**src/rtl/move_drain_arbiter.sv**
```systemverilog
// Drains per-square move stacks into the FPGA-to-CPU FIFO using round-robin arbitration.
// Each grant pops one move, which is held until the FIFO accepts it.
module move_drain_arbiter #(
    parameter int NUM_REQ = 64,
    parameter int IDX_W   = 6,
    parameter int MOVE_W  = 16,
    parameter int CNT_W   = 8
) (
    input  logic                      clk,
    input  logic                      rst,
    input  logic                      start,
    input  logic [NUM_REQ-1:0]        req_valid,
    input  logic [NUM_REQ*MOVE_W-1:0] req_data,
    output logic [NUM_REQ-1:0]        req_pop,
    input  logic                      fifo_full,
    output logic                      fifo_wr,
    output logic [31:0]               fifo_wdata,
    output logic                      busy,
    output logic                      done,
    output logic [CNT_W-1:0]          move_count
);

    // Handshake: a stack is popped in the same cycle it is granted (req_pop one-hot);
    // a FIFO write happens in any WRITE cycle where fifo_full is low (fifo_wr = ~fifo_full).
    typedef enum logic [1:0] {
        S_IDLE,
        S_ARB,
        S_WRITE,
        S_DONE
    } state_t;

    state_t              state, state_nx;
    logic [IDX_W-1:0]    ptr, ptr_nx;
    logic [IDX_W-1:0]    gidx, gidx_nx;
    logic [MOVE_W-1:0]   hold, hold_nx;
    logic [CNT_W-1:0]    cnt_nx;
    logic [IDX_W-1:0]    grant;
    logic                grant_found;
    logic [IDX_W:0]      search_idx;
    logic [MOVE_W-1:0]   req_words [NUM_REQ];

    always_comb begin
        for (int k = 0; k < NUM_REQ; k++) begin
            req_words[k] = req_data[k*MOVE_W +: MOVE_W];
        end
    end

    // Search starts at ptr and wraps, so the first hit is the round-robin winner.
    always_comb begin
        grant       = '0;
        grant_found = 1'b0;
        search_idx  = '0;
        for (int i = 0; i < NUM_REQ; i++) begin
            search_idx = {1'b0, ptr} + (IDX_W+1)'(i);
            if (search_idx >= (IDX_W+1)'(NUM_REQ)) begin
                search_idx = search_idx - (IDX_W+1)'(NUM_REQ);
            end
            if (!grant_found && req_valid[search_idx[IDX_W-1:0]]) begin
                grant_found = 1'b1;
                grant       = search_idx[IDX_W-1:0];
            end
        end
    end

    always_comb begin
        state_nx   = state;
        ptr_nx     = ptr;
        gidx_nx    = gidx;
        hold_nx    = hold;
        cnt_nx     = move_count;
        req_pop    = '0;
        fifo_wr    = 1'b0;
        fifo_wdata = '0;
        busy       = (state != S_IDLE);
        done       = 1'b0;
        case (state)
            S_IDLE: begin
                if (start) begin
                    state_nx = S_ARB;
                    ptr_nx   = '0;
                    cnt_nx   = '0;
                end
            end
            S_ARB: begin
                if (!grant_found) begin
                    state_nx = S_DONE;
                end else begin
                    req_pop[grant] = 1'b1;
                    hold_nx        = req_words[grant];
                    gidx_nx        = grant;
                    state_nx       = S_WRITE;
                end
            end
            S_WRITE: begin
                fifo_wdata[MOVE_W-1:0] = hold;
                fifo_wr                = !fifo_full;
                if (!fifo_full) begin
                    if (move_count != '1) begin
                        cnt_nx = move_count + 1'b1;
                    end
                    ptr_nx   = (gidx == IDX_W'(NUM_REQ-1)) ? '0 : gidx + 1'b1;
                    state_nx = S_ARB;
                end
            end
            S_DONE: begin
                done     = 1'b1;
                state_nx = S_IDLE;
            end
            default: state_nx = S_IDLE;
        endcase
    end

    always_ff @(posedge clk) begin
        if (rst) begin
            state      <= S_IDLE;
            ptr        <= '0;
            gidx       <= '0;
            hold       <= '0;
            move_count <= '0;
        end else begin
            state      <= state_nx;
            ptr        <= ptr_nx;
            gidx       <= gidx_nx;
            hold       <= hold_nx;
            move_count <= cnt_nx;
        end
    end

endmodule

```
**config.mk**
```make
export PLATFORM = sky130hd
export DESIGN_NAME = move_drain_arbiter
export DESIGN_NICKNAME = d
export VERILOG_FILES = /design/src/rtl/move_drain_arbiter.sv
export SDC_FILE = /design/constraint.sdc
export NUM_CORES = 1
export LEC_CHECK = 0
export ABC_AREA = 1
export CAP_MARGIN = 20
export CELL_PAD_IN_SITES_DETAIL_PLACEMENT = 2
export CELL_PAD_IN_SITES_GLOBAL_PLACEMENT = 2
export CORE_AREA = 2 2 466 468
export CTS_CLUSTER_SIZE = 40
export DETAILED_ROUTE_END_ITERATION = 16
export DIE_AREA = 0 0 468 470
export HOLD_SLACK_MARGIN = 0.15
export PLACE_DENSITY_LB_ADDON = 0.12
export SETUP_SLACK_MARGIN = 0.1
export SLEW_MARGIN = 20
export SYNTH_ARGS = -nofsm -noshare
export SYNTH_HDL_FRONTEND = slang
export SYNTH_SLANG_ARGS = --single-unit
export TNS_END_PERCENT = 30
```
**constraint.sdc**
```tcl
create_clock -name clk -period 25.1 [get_ports clk]
set_clock_uncertainty 0.2 [all_clocks]
set_input_delay 5.02 -clock clk [delete_from_list [all_inputs] [get_ports clk]]
set_output_delay 5.02 -clock clk [all_outputs]
set_load 0.02 [all_outputs]
```
==> metrics.md <==
| Metric | Value |
|---|---|
| Status | complete, no violations |
| HPWL after detailed placement | 229000 µm |
| Root Driver | clkbuf_16 |
| Register area share after synthesis | 0.0302 |
| Most frequent cells in the layout | 3102 x nand2_1, 1181 x clkdlybuf4s50_1, 881 x nand3_1 |
| Worst setup SP type | primary input |
| Clock power share | 0.034 |
| Combinational power share | 0.932 |
| Clk sink count | 38 |
| CP Class | in2out |
| Hold_buf cts | 0 |
| Busiest grt layer | met2 |
| Nets | 7563 |
| Yosys cell types | 53 |
| Number of synthesized flops with an enable pin | 0 |
| Cell Pwr Density | ~53 nW/µm² |
| TNS Setup | 0 ns |
| DRT Pass-1 Iters | 5 |
| Primary FF master, synth | dfxtp_1 |
| Met1 usage | 0.290 |
| DR vias/cell | 4.35 |
| Cell Count, Final, Fillers Out | 9329 |
| Worst EP arrival | ~16 ns |
| Commonest non-fill, non-tap cell in the layout | nand2_1 |
| Syn avg cell area | 4.55 µm² |
| Max Freq | around 48 MHz |
| Seq cells post-synth | 38 |
| Slew Limit Fails | 0 |
| Worst VDD drop | 0.0374 mV |
| Smallest hold slack | 0.322 ns |
| Internal Power | 634 µW |
| Gr ovfl total | 0 |
| Remaining antenna violation count after routing | 0 |
| # port buffers | 1182 |
| Initial antenna violation count | 125 |
| Met2 Usage GRT | 0.449 |
| Die Wd | 468 µm |
| Seq pwr share | 0.034 |
| Class of the worst hold path | reg2reg |
| Avg WL per Cell | 29.4 µm |
| H-tree level count | 2 |
| Yosys warning count | 0 |
| Core area | approximately 220000 µm² |
| Largest net degree at the start of global routing | 156 |
| Vias in the first global route | 42914 |
| Req. time, crit path | 19.88 ns |
| Routed vias | 40554 |
| DRC Markers | 0 |
| Slew @ Worst Pin | roughly 1.1 ns |
| CTS clk-pin slew, worst paths | ~0.07 ns |
| Setup-failing EPs final | 0 |
| Worst skew pair latency | 0.29 ns |
| Layout cells sized above 1 | 0.0330 |
| Postcts setup bufs | 0 |
| TritonCTS clock tree | done |
| DRT iter0 DRCs | 2372 |
| Final min period | about 21 ns |
| Critical Path Max Stage Delay | between 0.7 and 0.8 ns |
| NetSw | approximately 1400 µW |
| RSZ-0062 raised after global routing | false |
| Reg2Reg Launch Point | ptr[1]$_SDFFE_PP0P_ |
| Global-route wire length before repair | 368000 µm |
| Post-synthesis cell count | 5529 |
| Starting Density | 0.117 |
| Slew headroom | 0.258 |
| Critical-path maximum fanout | 44 |
| Final worst path period share | 0.833 |
| MaxCap Viol Count | 0 |
| Area growth, synth to finish | 56.6% |
| Die Height | around 470 µm |
| Switching share of total power | 0.694 |
| Maximum root-to-sink buffer count | 2 |
| CTS buffer count | 5 |
| # IOs | 1199 |
| Critical Path Start | req_valid[35] |
| Final GP Congestion | slightly below 0.9 |
| Final hold violation count | 0 |
| Met3 Usage GRT | 0.0382 |
| Die area | between 200000 and 250000 µm² |
| Pleak | between 0.015 and 0.02 µW |
| Cell count after placement | 9299 |
| Post-Syn Area | 25200 µm² |
| Ys async rst share | 0 |
| CTS resizes | 0 |
| Total Wirelength | 274000 µm |
| Critical Path Slowest Stage Cell | nand3_1 |
| Row count | 171 |
| Hold Startpoint | state[0]$_SDFFE_PP0P_ |
| Nature of the critical path endpoint | output pin |
| Gr usage total | 0.240 |
-- worst max-delay path, delay by kind of cell --
family | cells | cell delay [ns]
buf+inv | 4 | 1.75
simple gates | 44 | 8.85
-- synthesized netlist by cell type, types with 19 or more instances --
library cell | n | area [µm²]
nand3_1 | 881 | 4410
inv_2 | 25 | 93.8
dfxtp_1 | 38 | 761
ha_1 | 19 | 238
a21oi_1 | 84 | 420
buf_6 | 55 | 619
buf_2 | 154 | 771
o21ai_1 | 27 | 135
o21a_1 | 22 | 165
o21ai_0 | 149 | 746
nand2_1 | 3103 | 11600
nand4_1 | 70 | 438
clkbuf_1 | 65 | 244
inv_1 | 306 | 1150
nor2_1 | 241 | 905
buf_4 | 60 | 450
xor2_1 | 38 | 333
-- final timing paths --
| path | slack [ns] | cells past startpoint | end |
|---|---|---|---|
| worst max-delay path | 4.18 | 48 | req_pop[21] |
| worst min-delay path | 0.32 | 1 | state[0]$_SDFFE_PP0P_ |
| worst max register to register | 11.01 | 60 | hold[3]$_SDFFE_PP0P_ |
| worst min register to register | 0.32 | 1 | state[0]$_SDFFE_PP0P_ |
-- logic make-up (layout without fill, tap and decap cells) --
family                     Yosys count  in the layout  share of synthesized area
and+or+nand+nor                   4408           4408                      0.731
buffers and inverters              695           1604                      0.140
AOI/OAI and AO/OA                  317            317                     0.0685
xor gates and xnor gates            48             48                     0.0190
DFF                                 38             38                     0.0302
adders and majority gates           19             19                    0.00945
muxes                                3              3                    0.00119
other                                1             38                   0.000149
-- power groups by stage --
stage	clock (µW)	sequential, µW	combinational, µW
global placement	0	71.3	1970
finish	69.8	70.1	1930
global route	74.6	70.9	2140
CTS	72.2	70.2	1980
floorplan	0	70.4	1040
detailed placement	0	71.5	1980
-- sequential cells by signal, summed over array words and instances, names as in the netlist --
name,cells
ptr,6
state,2
gidx,6
move_count,8
hold,16
-- metal layers --
metal  share of wire  vias to the layer above
li1                -                    19242
met5          0.0022                        -
met4           0.017                       92
met3           0.046                      287
met1            0.42                    19942
met2            0.52                      991
-- metrics by stage --
stage	power [µW]	instance area, µm²	util	setup slack (ns)
2_1_floorplan	1110	25200	-	8.88
3_3_place_gp	2040	39200	0.182	4.30
3_5_place_dp	2050	39200	0.182	4.17
4_1_cts	2130	39300	0.182	4.12
5_1_grt	2280	39400	0.182	3.16
6_report	2070	39400	0.183	4.18
-- final cells by class --
type                            count  area, µm²
Fill cell                       26958     176000
Multi-Input combinational cell   4811      21100
Timing Repair Buffer             1258      12500
Tap cell                         2854       3570
Inverter                          338       1280
Sequential cell                    38        766
Clock buffer                        6        139
Antenna cell                       22       55.1
Clock inverter                      2       12.5
Note: power is estimated with default switching activity, not from simulation.
